File: src/rtl/ram_bist_ctrl.sv
// Two-pass march-style self-test initiator for a 256x32 RAM.
// Writes address-derived patterns, reads them back and logs mismatches.
module ram_bist_ctrl #(
    parameter int          RD_LAT = 1,
    parameter logic [31:0] SEED   = 32'hA5A5_5A5A
) (
    input  logic        CLK,
    input  logic        RST,
    input  logic        start,
    output logic        busy,
    output logic        done,
    output logic        pass,
    output logic        WR,
    output logic [7:0]  address,
    output logic [31:0] Din,
    input  logic [31:0] Dout,
    output logic [9:0]  err_count,
    output logic [7:0]  first_fail_addr,
    output logic [31:0] first_fail_data,
    output logic        first_fail_pass
);

    localparam logic [2:0] S_IDLE = 3'd0;
    localparam logic [2:0] S_WR0  = 3'd1;
    localparam logic [2:0] S_RD0  = 3'd2;
    localparam logic [2:0] S_DR0  = 3'd3;
    localparam logic [2:0] S_WR1  = 3'd4;
    localparam logic [2:0] S_RD1  = 3'd5;
    localparam logic [2:0] S_DR1  = 3'd6;
    localparam logic [2:0] S_DONE = 3'd7;

    localparam logic [1:0] DR_LAST = 2'(RD_LAT > 0 ? RD_LAT - 1 : 0);

    logic [2:0]  state, state_n;
    logic [1:0]  dr_cnt, dr_cnt_n;
    logic        iss_v, iss_v_n;
    logic        iss_p, iss_p_n;
    logic [7:0]  addr_n;
    logic [31:0] din_n;
    logic        wr_n;
    logic        hi;
    logic        accept;
    logic        to_pass1;
    logic        to_done;

    logic        tail_v;
    logic        tail_p;
    logic [7:0]  tail_a;
    logic [31:0] exp_word;
    logic        mism;
    logic [9:0]  err_n;
    logic [7:0]  ffa_n;
    logic [31:0] ffd_n;
    logic        ffp_n;

    function automatic logic [31:0] pat(input logic [7:0] a, input logic inv);
        logic [31:0] b;
        b = {a, a, a, a} ^ SEED;
        return inv ? ~b : b;
    endfunction

    // Sequencer: one address per cycle through write, read and drain phases
    always_comb begin
        state_n  = state;
        dr_cnt_n = 2'd0;
        addr_n   = 8'd0;
        din_n    = 32'd0;
        wr_n     = 1'b0;
        iss_v_n  = 1'b0;
        iss_p_n  = 1'b0;
        to_pass1 = 1'b0;
        to_done  = 1'b0;
        hi       = (state == S_WR1) || (state == S_RD1) || (state == S_DR1);
        accept   = ((state == S_IDLE) || (state == S_DONE)) && start;
        unique case (state)
            S_IDLE, S_DONE: begin
                if (start) begin
                    state_n = S_WR0;
                    wr_n    = 1'b1;
                    din_n   = pat(8'h00, 1'b0);
                end
            end
            S_WR0, S_WR1: begin
                if (address == 8'hFF) begin
                    state_n = hi ? S_RD1 : S_RD0;
                    iss_v_n = 1'b1;
                    iss_p_n = hi;
                end else begin
                    addr_n = 8'(address + 8'd1);
                    wr_n   = 1'b1;
                    din_n  = pat(addr_n, hi);
                end
            end
            S_RD0, S_RD1: begin
                if (address == 8'hFF) begin
                    if (RD_LAT == 0) begin
                        to_pass1 = !hi;
                        to_done  = hi;
                    end else begin
                        state_n = hi ? S_DR1 : S_DR0;
                    end
                end else begin
                    addr_n  = 8'(address + 8'd1);
                    iss_v_n = 1'b1;
                    iss_p_n = hi;
                end
            end
            S_DR0, S_DR1: begin
                if (dr_cnt == DR_LAST) begin
                    to_pass1 = !hi;
                    to_done  = hi;
                end else begin
                    dr_cnt_n = 2'(dr_cnt + 2'd1);
                end
            end
        endcase
        if (to_pass1) begin
            state_n = S_WR1;
            wr_n    = 1'b1;
            din_n   = pat(8'h00, 1'b1);
        end
        if (to_done) begin
            state_n = S_DONE;
        end
    end

    // The issue register (address plus iss_v/iss_p) is the head of the
    // read tracker; RD_LAT further stages line it up with Dout.
    if (RD_LAT == 0) begin : g_nopipe
        assign tail_v = iss_v;
        assign tail_p = iss_p;
        assign tail_a = address;
    end else begin : g_pipe
        logic [RD_LAT-1:0] pv;
        logic [RD_LAT-1:0] pp;
        logic [7:0]        pa [RD_LAT];

        always_ff @(posedge CLK) begin
            if (RST) begin
                pv <= '0;
                pp <= '0;
                for (int i = 0; i < RD_LAT; i++) begin
                    pa[i] <= 8'd0;
                end
            end else begin
                pv[0] <= iss_v;
                pp[0] <= iss_p;
                pa[0] <= address;
                for (int i = 1; i < RD_LAT; i++) begin
                    pv[i] <= pv[i-1];
                    pp[i] <= pp[i-1];
                    pa[i] <= pa[i-1];
                end
            end
        end

        assign tail_v = pv[RD_LAT-1];
        assign tail_p = pp[RD_LAT-1];
        assign tail_a = pa[RD_LAT-1];
    end

    always_comb begin
        exp_word = pat(tail_a, tail_p);
        mism     = tail_v && (Dout != exp_word);
        err_n    = 10'(err_count + 10'(mism));
        ffa_n    = first_fail_addr;
        ffd_n    = first_fail_data;
        ffp_n    = first_fail_pass;
        if (mism && (err_count == 10'd0)) begin
            ffa_n = tail_a;
            ffd_n = Dout;
            ffp_n = tail_p;
        end
        if (accept) begin
            err_n = 10'd0;
            ffa_n = 8'd0;
            ffd_n = 32'd0;
            ffp_n = 1'b0;
        end
    end

    always_ff @(posedge CLK) begin
        if (RST) begin
            state           <= S_IDLE;
            dr_cnt          <= 2'd0;
            iss_v           <= 1'b0;
            iss_p           <= 1'b0;
            busy            <= 1'b0;
            done            <= 1'b0;
            pass            <= 1'b0;
            WR              <= 1'b0;
            address         <= 8'd0;
            Din             <= 32'd0;
            err_count       <= 10'd0;
            first_fail_addr <= 8'd0;
            first_fail_data <= 32'd0;
            first_fail_pass <= 1'b0;
        end else begin
            state           <= state_n;
            dr_cnt          <= dr_cnt_n;
            iss_v           <= iss_v_n;
            iss_p           <= iss_p_n;
            busy            <= (state_n != S_IDLE) && (state_n != S_DONE);
            done            <= (state_n == S_DONE);
            pass            <= (state_n == S_DONE) && (err_n == 10'd0);
            WR              <= wr_n;
            address         <= addr_n;
            Din             <= din_n;
            err_count       <= err_n;
            first_fail_addr <= ffa_n;
            first_fail_data <= ffd_n;
            first_fail_pass <= ffp_n;
        end
    end

endmodule

File: config.mk
export PLATFORM = sky130hd
export DESIGN_NAME = ram_bist_ctrl
export DESIGN_NICKNAME = d
export VERILOG_FILES = /design/src/rtl/ram_bist_ctrl.sv
export SDC_FILE = /design/constraint.sdc
export NUM_CORES = 1
export LEC_CHECK = 0
export ABC_AREA = 1
export CAP_MARGIN = 20
export CORE_MARGIN = 2
export CORE_UTILIZATION = 55
export DETAILED_ROUTE_END_ITERATION = 12
export DONT_BUFFER_PORTS = 1
export PLACE_DENSITY_LB_ADDON = 0.12
export REMOVE_ABC_BUFFERS = 1
export SKIP_CTS_REPAIR_TIMING = 1
export SLEW_MARGIN = 15
export SYNTH_ARGS = -nofsm -noshare
export SYNTH_HDL_FRONTEND = slang
export SYNTH_SLANG_ARGS = --single-unit
export TNS_END_PERCENT = 100
File: constraint.sdc
create_clock -name CLK -period 3.75 [get_ports CLK]
set_clock_uncertainty 0.05 [all_clocks]
set_input_delay 0.75 -clock CLK [delete_from_list [all_inputs] [get_ports CLK]]
set_output_delay 0.75 -clock CLK [all_outputs]
set_load 0.1 [all_outputs]
# After elaboration in Yosys (flattened, before gate mapping)
# Memories as Yosys holds them, arrays and structs flattened.
# Index checks and enable logic that the tools add are counted.
# word_totals
romBits,0
mem_count,1
output_inout_bits,95
regBits,104
ram_bits,8
elab_cells,95
latchBits,0
# classes
order_cmp,0
shifts,0
n_mux,33
bitwise,6
reduce_logical,24
multipliers,0
div_mod_pow,0
n_eq_ne,11
n_addsub,3
# mem_list
memory,words,width,rd,rd_clocked_by_memory_dff,wr,line_no,text
g_pipe.pa,1,8,1,0,1,136,logic [7:0] pa [RD_LAT];
# op_table
op,count
32-bit two-way mux,4
32-bit inverter,2
32-bit case mux with 2 select lines,1
32-bit != test,1
16-bit inverter,2
31-bit two-way mux,1
3-bit two-way mux,7
10-bit logical NOT,2
3-bit equality test (second input constant),5
1-bit two-way mux,14
2-bit OR reduction,6
10-bit by 1-bit adder with 10-bit output,1
10-bit two-way mux,1
3-bit case mux with 3 select lines,1
8-bit by 1-bit adder with 8-bit output (second input constant),1
8-bit equality test (second input constant),1
8-bit two-way mux,1
8-bit OR reduction,1
3-bit by 2-bit equality test with 1-bit output (second input constant),2
1-bit case mux with 2 select lines,3
3-bit OR reduction,2
1-bit logical AND,5
4-bit OR reduction,1
3-bit by 1-bit equality test with 1-bit output (second input constant),1
8 further kinds,11

# Logic depth before layout (Yosys ltp)
# Gate-level depths: netlist of run 1.
# logic_depth
word_depth,10
mapped_depth,25
ltp_nobuf,23

# Least setup slack after synthesis of run 1
# Ideal clock, no wire load.
# synth_path
path_kind,input to register
start,in Dout[22]
end,reg pass
setup_ps,112
path_stages,20
n_path_buf,0
slack_ps,1013
required_time_ps,3588
arrival_ps,2575
cell_sequence,inv_1 > nand3_1 > nand2_1 > clkinv_1 > nand2_1 > nor2_1 > nand2_1 > nor2_1 > a21boi_0 > ha_1 > ha_1 > nand2_1 > inv_1 > nand3_1 > nor3_1 > inv_1 > o21ai_0 > nand3_1 > nand4_1 > nor2_1
# synth_via
elab_chain_len,6
# synth_rtl
element,line_no,text
start: declaration,16,"input logic [31:0] Dout,"
32-bit != test,164,mism = tail_v && (Dout != exp_word);
1-bit logical AND,164,
10-bit by 1-bit adder with 10-bit output,165,err_n = 10'(err_count + 10'(mism));
10-bit two-way mux,174,if (accept) begin
10-bit logical NOT,205,pass <= (state_n == S_DONE) && (err_n == 10'd0);
1-bit logical AND,205,
end signal: assignment,205,
end: declaration,12,"output logic pass,"
# Every way passes these cells.
# A chain may end at the register's enable or synchronous reset.

# Worst setup path in the final report of run 1
# layout_path
start,reg g_pipe.pp
end,reg pass
# layout_via
elab_chain_len,7
# layout_rtl
element,line_no,text
start: declaration,135,logic [RD_LAT-1:0] pp;
start signal: indexed assignment,151,pp[i] <= pp[i-1];
32-bit two-way mux,59,return inv ? ~b : b;
32-bit != test,164,
1-bit logical AND,164,
10-bit by 1-bit adder with 10-bit output,165,
10-bit two-way mux,174,
10-bit logical NOT,205,
1-bit logical AND,205,
# Every way passes these cells.

==> results of run 1 <==
==> worst reg2reg max path, cell delays in order (launching register included) <==
cell,delay (ns)
dfxtp_4,0.42
inv_4,0.18
nand2_1,0.09
nand2_1,0.12
nand2_1,0.06
nand2_1,0.07
inv_1,0.04
nand2_1,0.06
nor2_1,0.05
nand2_1,0.05
nor2_1,0.06
a21boi_0,0.28
ha_1,0.27
ha_1,0.19
nand2_1,0.08
inv_1,0.13
nand3_1,0.11
nor3_1,0.24
inv_1,0.08
o21ai_0,0.15
nand3_1,0.11
nand4_1,0.12
nor2_1,0.05
==> placed cells by master (no fill, tap or decap), drive strengths merged <==
master / n
clkinv: 6
o31ai: 2
nand3: 39
nand4: 47
o21ai: 13
nor3: 4
clkinvlp: 3
a211oi: 1
bufinv: 1
ha: 4
o21bai: 1
inv: 177
nor4: 2
nor2: 118
xor2: 10
dfxtp: 96
nand2: 260
or2: 3
clkbuf: 9
buf: 15
xnor2: 1
a21boi: 1
a21oi: 15
and3: 1
==> registers in the layout, indices dropped and copies added, names as in the netlist, 2 cells and up <==
name,count
address,8
dr_cnt,2
g_pipe.pa,8
Din,16
state,3
err_count,10
first_fail_data,32
first_fail_addr,8
==> worst min path at each step <==
stage                     slack [ns]           end  start
after floorplan                 0.34     g_pipe.pp  iss_p
after global placement          0.34     g_pipe.pp  iss_p
after detailed placement        0.35     g_pipe.pp  iss_p
after CTS                       0.36     g_pipe.pp  iss_p
after global routing            0.37  err_count[4]    RST
final                           0.35     g_pipe.pp  iss_p
==> cell families (layout without fill, tap and decap cells) <==
kind of cell | Yosys count | in the layout | synth area share [%]
xor gates and xnor gates | 11 | 11 | 1.86
and+or+nand+nor | 474 | 474 | 38.3
buffers and inverters | 226 | 211 | 18.3
DFF | 96 | 96 | 37.1
AOI/OAI and AO/OA | 33 | 33 | 3.43
adders and majority gates | 4 | 4 | 0.967
==> stage by stage <==
step	setup slack [ns]	hold slack, ns
global route	0.115	0.368
finish	0.588	0.350
floorplan	-0.928	0.338
CTS	0.164	0.361
detailed placement	0.194	0.346
global placement	0.303	0.343
==> area by class of cell <==
class	count	share of cell area, %
sequential	96	36.1
multi-input combinational	522	42.9
clock inverter	7	1.44
clock buffer	9	2.30
timing repair buffer	15	2.09
inverter	180	12.6
tap	111	2.58
==> routing by layer <==
layer	vias up	routed length, um
met1	1989	5030
met4	0	231
li1	2470	-
met3	22	901
met2	138	5420
met5	-	0
==> power by group through the flow <==
stage                     logic, uW  registers, uW  clock network (uW)
final                           113           1160                 693
after floorplan                84.1           1190                   0
after global routing            132           1160                 759
after CTS                       114           1160                 717
after global placement          114           1180                   0
after detailed placement        113           1180                   0
==> impl_metrics.json, run 1 <==
{
  "ant_nets": 0,
  "cp_common_cell": "nand2_1",
  "synth_area_leaders": "dfxtp_1 37%, nand2_1 19%, inv_1 12%",
  "dieArea_um2": 10200,
  "setup_viol": 0,
  "cpPeakStageDelay_ns": 0.42,
  "ys_ff_latch": 96,
  "routabilityCongestion": 0.898,
  "max_freq_mhz": 316,
  "cap_violations": 0,
  "seqCellArea_um2": 1950,
  "cp_num_buf_inv": 4,
  "cts_max_path_buffers": 2,
  "layout.nets": 863,
  "async_reset_ff_share_pct": 0,
  "num_antenna_cells": 0,
  "routed_wl_mm": 11.6,
  "place_inst": 924,
  "crit_chain": "inv_4 > nand2_1 > nand2_1 > nand2_1 > nand2_1 > inv_1 > nand2_1 > nor2_1 > nand2_1 > nor2_1 > a21boi_0 > ha_1 > ha_1 > nand2_1 > inv_1 > nand3_1 > nor3_1 > inv_1 > o21ai_0 > nand3_1 > nand4_1 > nor2_1",
  "clock_power_share_pct": 35.2,
  "grt_util_met1_pct": 28.8,
  "synthCells": 844,
  "endpoint_kind": "register",
  "first_global_vias": 4412,
  "clkLatencyLatePin_ns": 0.36,
  "dpl.hpwl_mm": 8.47,
  "cts.sinks": 96,
  "cp_slowest_cell": "dfxtp_4",
  "first_iter_violations": 181,
  "final_cells": 940,
  "min_path_type": "reg2reg",
  "io_pins": 130,
  "report.final.slew_viol_count": 0,
  "cp_max_fo": 17,
  "globalRouteMet3Util_pct": 5.83,
  "fin_area_um2": 5390,
  "vias_per_cell": 4.91,
  "placed_cell_area_um2": 5180,
  "yosys_most_used_dff": "dfxtp_1",
  "start_kind": "register",
  "worstPathArrival_ns": 3.38,
  "pwr-share-comb_pct": 5.8,
  "clk_pin_slew_ns": 0.10,
  "num_vias": 4619,
  "core_um2": 9200,
  "sw_frac_of_total_pct": 29.7,
  "drive_gt1_share_pct": 8.32,
  "synth_top_cell_area_share_pct": 37.1,
  "tns_ns": 0,
  "outcome": "finished clean",
  "internal_power_uw": 1380,
  "areaGrowthSynthToFinish_pct": 4.13,
  "utilization_pct": 58.6,
  "grtUsageTotal_pct": 23.8,
  "rsz0062_at_grt": "no",
  "critPathKind": "reg2reg",
  "htree_levels": 3,
  "slew-limit-headroom_pct": 26.7,
  "critPathLaunch": "g_pipe.pp",
  "seqPwrFrac_pct": 59.0,
  "root_buffer": "clkbuf_8",
  "grt_max_degree": 43,
  "synth_common_cells": "258 x nand2_1, 163 x inv_1, 118 x nor2_1, 96 x dfxtp_1, 47 x nand4_1",
  "floorplan.initialDensity_pct": 56.3,
  "grt_pass1_wl_mm": 19.8,
  "synth-edff-count": 0,
  "p_total_uw": 1970,
  "syn_avg_cell_area_um2": 6.13,
  "die_h_um": 101,
  "fillers": 927,
  "crit_family": "simple AND/OR/NAND/NOR gates",
  "cp-endpoint": "pass",
  "hold_viol_final": 0,
  "grt-busiest-layer": "met2",
  "p_sw_uw": 585,
  "rows": 35,
  "die_w_um": 101,
  "required_ns": 3.97,
  "antenna_found_initial": 0,
  "cp_num_cells": 22,
  "ys_types": 31,
  "p_leak_uw": 0.00261,
  "post-route-min-period_ns": 3.16,
  "fin_crit_sh_pct": 84.3,
  "netlist_area_um2": 5170,
  "multiInputGateArea_um2": 2310,
  "tightestPinTransition_ns": 1.10,
  "globalRouteMet2Util_pct": 41.3,
  "rrSetupSlack_ns": 0.59,
  "drc": 0,
  "cts_buffers": 9,
  "seq_area_frac_synth_pct": 37.1,
  "ys_warn_count": 0,
  "r2r-end": "pass",
  "placement.io_buffers": 0,
  "gr-total-overflow": 0,
  "wire_per_inst_um": 12.3,
  "cts_tree": "yes",
  "yosys.area.top_type": "dfxtp_1",
  "ir_drop_mv": 0.290,
  "synth_most_common_cell": "nand2_1",
  "dr.pass1.iters": 5,
  "power_density_nw_per_um2": 365,
  "min_path_cells": 2,
  "r2r_start": "g_pipe.pp",
  "reg2regPathDepth": 22
}
No activity file was read; power rests on OpenSTA's default activity.
==> run 2, diff against run 1 <==
==> constraint.sdc (replaced) <==
create_clock -name CLK -period 3.1 [get_ports CLK]
set_clock_uncertainty 0.05 [all_clocks]
set_input_delay 0.62 -clock CLK [delete_from_list [all_inputs] [get_ports CLK]]
set_output_delay 0.62 -clock CLK [all_outputs]
set_load 0.1 [all_outputs]
==> impl_metrics.json, run 2 (same netlist as run 1, synthesis figures left out) <==
{
  "outcome": "finished clean",
  "required_ns": 3.31,
  "post-route-min-period_ns": 2.82,
  "clk_pin_slew_ns": 0.09,
  "drive_gt1_share_pct": 9.65,
  "htree_levels": 3,
  "ant_nets": 0,
  "rrSetupSlack_ns": 0.28,
  "areaGrowthSynthToFinish_pct": 5.61,
  "fillers": 931,
  "cts_tree": "yes",
  "min_path_type": "in2reg",
  "min_path_cells": 1,
  "cp_max_fo": 12,
  "placed_cell_area_um2": 5260,
  "critPathLaunch": "g_pipe.pp",
  "tightestPinTransition_ns": 1.01,
  "dieArea_um2": 10200,
  "cts_buffers": 9,
  "floorplan.initialDensity_pct": 56.3,
  "clkLatencyLatePin_ns": 0.36,
  "max_freq_mhz": 355,
  "p_leak_uw": 0.00266,
  "dr.pass1.iters": 5,
  "rows": 35,
  "cts_max_path_buffers": 2,
  "final_cell_mix": "258 x nand2_1, 163 x inv_1, 116 x nor2_1",
  "first_iter_violations": 204,
  "vias_per_cell": 4.95,
  "fin_crit_sh_pct": 90.9,
  "r2r-end": "pass",
  "reg2regPathDepth": 22,
  "place_inst": 933,
  "first_global_vias": 4412,
  "worstPathArrival_ns": 3.03,
  "io_pins": 130,
  "largest_reg_flops": 32,
  "routabilityCongestion": 0.944,
  "grtUsageTotal_pct": 23.9,
  "core_um2": 9200,
  "drc": 0,
  "wire_per_inst_um": 12.5,
  "slew-limit-headroom_pct": 32.6,
  "setup_viol": 0,
  "layout.nets": 873,
  "gr-total-overflow": 0,
  "root_buffer": "clkbuf_8",
  "grt_max_degree": 43,
  "ir_drop_mv": 0.384,
  "worstHoldEndpoint": "Din[28]",
  "top_regs": "first_fail_data (32), Din (16), err_count (10)",
  "cap_violations": 0,
  "antenna_found_initial": 0,
  "final_common_cell": "nand2_1",
  "num_antenna_cells": 0,
  "grt_pass1_wl_mm": 19.7,
  "report.final.slew_viol_count": 0,
  "r2r_start": "g_pipe.pp",
  "routed_wl_mm": 11.9,
  "hold_viol_final": 0,
  "worstHoldStart": "RST",
  "rsz0062_at_grt": "no",
  "start_kind": "register",
  "seqCellArea_um2": 1950,
  "placement.io_buffers": 0,
  "dpl.hpwl_mm": 8.77,
  "final_cells": 950,
  "fin_area_um2": 5470,
  "critPathKind": "reg2reg",
  "multiInputGateArea_um2": 2330,
  "die_w_um": 101,
  "cts.sinks": 96,
  "regMostFlops": "first_fail_data",
  "endpoint_kind": "register",
  "num_vias": 4702,
  "die_h_um": 101,
  "power_density_nw_per_um2": 420
}
==> run 2: cell types whose count changed in the layout (fill, tap and decap cells not counted), moves of 2 or more <==
cell,previous run,this run
clkbuf_1,0,2
clkinvlp_4,3,0
inv_6,1,3
buf_4,15,24
==> run 2: cell type report <==
cell class / instances / share of cell area (%)
inverters: 180 / 12.5
flip-flops and latches: 96 / 35.6
clock inverters: 4 / 0.504
clock buffers: 12 / 2.66
multi-input cells: 522 / 42.6
well taps: 111 / 2.54
repair buffers: 25 / 3.66
==> run 2: power by group <==
group,internal [uW],total (uW),switching [uW]
combinational,44.3,137,92.6
sequential,1250,1400,157
clock,318,754,436
==> run 2: per-layer routing <==
layer | wire, um | share of wire, % | vias to the layer above | global-route usage, %
met4 | 101 | 0.85 | 0 | 5.30
met5 | 0 | 0 | - | 0
met2 | 5810 | 49 | 145 | 42.9
met1 | 5000 | 42 | 2058 | 28.0
li1 | - | - | 2488 | -
met3 | 988 | 8.3 | 11 | 7.21
==> run 2: worst max-delay path, stage by stage, from the launching register on <==
cell	delay, ns
dfxtp_4	0.41
buf_12	0.14
nand2_1	0.07
nand2_1	0.12
nand2_1	0.06
nand2_1	0.07
inv_1	0.05
nand2_1	0.05
nor2_1	0.04
nand2_1	0.06
nor2_1	0.06
a21boi_1	0.21
ha_2	0.23
ha_1	0.17
nand2_1	0.08
inv_1	0.10
nand3_2	0.09
nor3_2	0.14
inv_1	0.07
o21ai_0	0.16
nand3_1	0.11
nand4_1	0.13
nor2_1	0.05
==> run 2: worst max path at each step <==
stage | endpoint | slack [ns] | cells past startpoint
finish | pass | 0.28 | 22
global route | pass | 0.04 | 23
CTS | pass | 0.00002 | 22
detailed placement | pass | 0.04 | 22
global placement | pass | 0.09 | 22
floorplan | first_fail_data[13] | -1.58 | 7
==> run 2: per-stage QoR <==
| step | TNS, ns | total power (uW) | setup slack, ns | utilization, % | hold WS (ns) |
|---|---|---|---|---|---|
| detailed placement | 0 | 1570 | 0.0363 | 57.2 | 0.356 |
| finish | 0 | 2290 | 0.284 | 59.4 | 0.268 |
| global placement | 0 | 1570 | 0.0891 | 57.2 | 0.346 |
| floorplan | -63.07 | 1540 | -1.58 | - | 0.338 |
| global route | 0 | 2400 | 0.0370 | 59.4 | 0.242 |
| CTS | 0 | 2320 | 0.0000171 | 59.1 | 0.255 |
==> run 3, diff against run 2 <==
--- a/config.mk
+++ b/config.mk
@@ -12,7 +12,6 @@
 export DETAILED_ROUTE_END_ITERATION = 12
 export DONT_BUFFER_PORTS = 1
 export PLACE_DENSITY_LB_ADDON = 0.12
-export REMOVE_ABC_BUFFERS = 1
 export SKIP_CTS_REPAIR_TIMING = 1
 export SLEW_MARGIN = 15
 export SYNTH_ARGS = -nofsm -noshare
==> impl_metrics.json, run 3 (same netlist as run 1, synthesis figures left out) <==
{
  "outcome": "finished clean",
  "final_common_cell": "nand2_1",
  "r2r_start": "g_pipe.pp",
  "wl_met1_mm": 5.04,
  "placement.io_buffers": 0,
  "post-route-min-period_ns": 2.82,
  "clk_pin_slew_ns": 0.11,
  "num_antenna_cells": 0,
  "seqCellArea_um2": 1950,
  "wl_met3_um": 775,
  "cpPeakStageDelay_ns": 0.40,
  "antenna_found_initial": 0,
  "worstPathArrival_ns": 3.07,
  "p_sw_uw": 731,
  "timing.final.ws_setup_ns": 0.285,
  "fin_crit_sh_pct": 90.8,
  "cts_max_path_buffers": 2,
  "min_path_cells": 1,
  "ir_drop_mv": 0.347,
  "place_inst": 933,
  "grt_pass1_wl_mm": 20.2,
  "p_total_uw": 2410,
  "min_path_type": "in2reg",
  "dieArea_um2": 10200,
  "endpoint_kind": "register",
  "root_buffer": "clkbuf_8",
  "grtUsageTotal_pct": 24.8,
  "clock_power_share_pct": 36.1,
  "cts.sinks": 96,
  "p_leak_uw": 0.00267,
  "htree_levels": 3,
  "first_iter_violations": 191,
  "cts_tree": "yes",
  "rrSetupSlack_ns": 0.28,
  "slew-limit-headroom_pct": 33.1,
  "cp_common_cell": "nand2_1",
  "hold_viol_final": 0,
  "worstHoldStart": "RST",
  "start_kind": "register",
  "dr.pass1.iters": 5,
  "final_cell_mix": "258 x nand2_1, 163 x inv_1, 117 x nor2_1",
  "die_w_um": 101,
  "syn_nets": 883,
  "pwr-share-comb_pct": 5.7,
  "top_layer_used": "met4",
  "io_pins": 130,
  "gr-total-overflow": 0,
  "fillers": 930,
  "grt_max_degree": 43,
  "ant_nets": 0,
  "critPathKind": "reg2reg",
  "routabilityCongestion": 0.918,
  "final_cells": 949,
  "layout.nets": 872,
  "regMostFlops": "first_fail_data",
  "setup_viol": 0,
  "seqPwrFrac_pct": 58.2,
  "first_global_vias": 4554,
  "wl_met2_mm": 6.12,
  "clkLatencyLatePin_ns": 0.37,
  "areaGrowthSynthToFinish_pct": 5.78,
  "drive_gt1_share_pct": 9.55,
  "cp_slowest_cell": "dfxtp_4",
  "internal_power_uw": 1680,
  "tns_ns": 0,
  "rsz0062_at_grt": "no",
  "reg2regPathDepth": 21,
  "drc": 0,
  "floorplan.initialDensity_pct": 56.3,
  "dpl_worst_slack_ns": 0.117,
  "crit_chain": "buf_4 > nand2_1 > nand2_1 > nand2_1 > nand2_1 > nand2_1 > nor2_1 > nand2_1 > nor2_1 > a21boi_1 > ha_2 > ha_1 > nand2_1 > inv_1 > nand3_1 > o21ai_0 > nand3_1 > nand2_1 > nor2_1 > nand4_1 > nor2_1",
  "cap_violations": 0,
  "largest_reg_flops": 32,
  "dpl.hpwl_mm": 9.27,
  "top_regs": "first_fail_data (32), Din (16), err_count (10)",
  "cts_buffers": 9,
  "routed_wl_mm": 12.3,
  "sw_frac_of_total_pct": 30.3,
  "required_ns": 3.36,
  "worstHoldEndpoint": "Din[8]",
  "timing.hold.ws_ns": 0.253,
  "r2r-end": "pass",
  "cp_max_fo": 8,
  "tightestPinTransition_ns": 1.00,
  "power_density_nw_per_um2": 441,
  "report.final.slew_viol_count": 0,
  "die_h_um": 101,
  "vias_per_cell": 4.98,
  "wire_per_inst_um": 13.0,
  "max_freq_mhz": 355,
  "multiInputGateArea_um2": 2320,
  "rows": 35,
  "num_vias": 4725,
  "core_um2": 9200
}
-- run 3: changes by cell type in the layout (fill, tap and decap cells not counted), sizes merged --
cell	change
buf	-1
bufinv	+1
clkbuf	-3
clkinv	+1
inv	+1
-- run 3: worst max-delay path, delay by kind of cell (launching register included) --
kind                       cells  cell delay (ns)
DFF                            1             0.40
buffers and inverters          2             0.22
adders and majority gates      2             0.40
AOI/OAI and AO/OA              2             0.21
and+or+nand+nor               15             1.50
-- run 3: area by class of cell --
| type | instances | share of cell area, % |
|---|---|---|
| Inverter | 180 | 12.4 |
| Sequential cell | 96 | 35.5 |
| Multi-Input combinational cell | 522 | 42.4 |
| Clock buffer | 9 | 2.26 |
| Clock inverter | 7 | 1.60 |
| Timing Repair Buffer | 24 | 3.29 |
| Tap cell | 111 | 2.54 |
-- run 3: worst max path at each step --
| stage | from | to | slack [ns] |
|---|---|---|---|
| 2_1_floorplan | address[0] | WR | 0.38 |
| 3_3_place_gp | g_pipe.pp | pass | 0.21 |
| 3_5_place_dp | g_pipe.pp | pass | 0.12 |
| 4_1_cts | g_pipe.pp | pass | 0.07 |
| 5_1_grt | g_pipe.pp | pass | 0.002 |
| 6_report | g_pipe.pp | pass | 0.28 |
-- run 3: per-stage QoR --
stage / utilization [%] / area, um^2
5_1_grt: 59.5 / 5470
6_report: 59.5 / 5470
4_1_cts: 59.4 / 5460
3_5_place_dp: 57.1 / 5250
2_1_floorplan: - / 5170
3_3_place_gp: 57.1 / 5250
-- run 3: power groups by stage --
stage	sequential, uW	clock (uW)	combinational, uW
2_1_floorplan	1370	0	188
3_3_place_gp	1430	0	137
3_5_place_dp	1430	0	137
4_1_cts	1400	906	138
5_1_grt	1410	953	159
6_report	1400	871	138
-- run 3: metal layers --
metal  vias up  global-route usage [%]
met4         0                    12.0
met3        27                    5.06
li1       2495                       -
met5         -                       0
met1      2065                    27.6
met2       138                    44.7
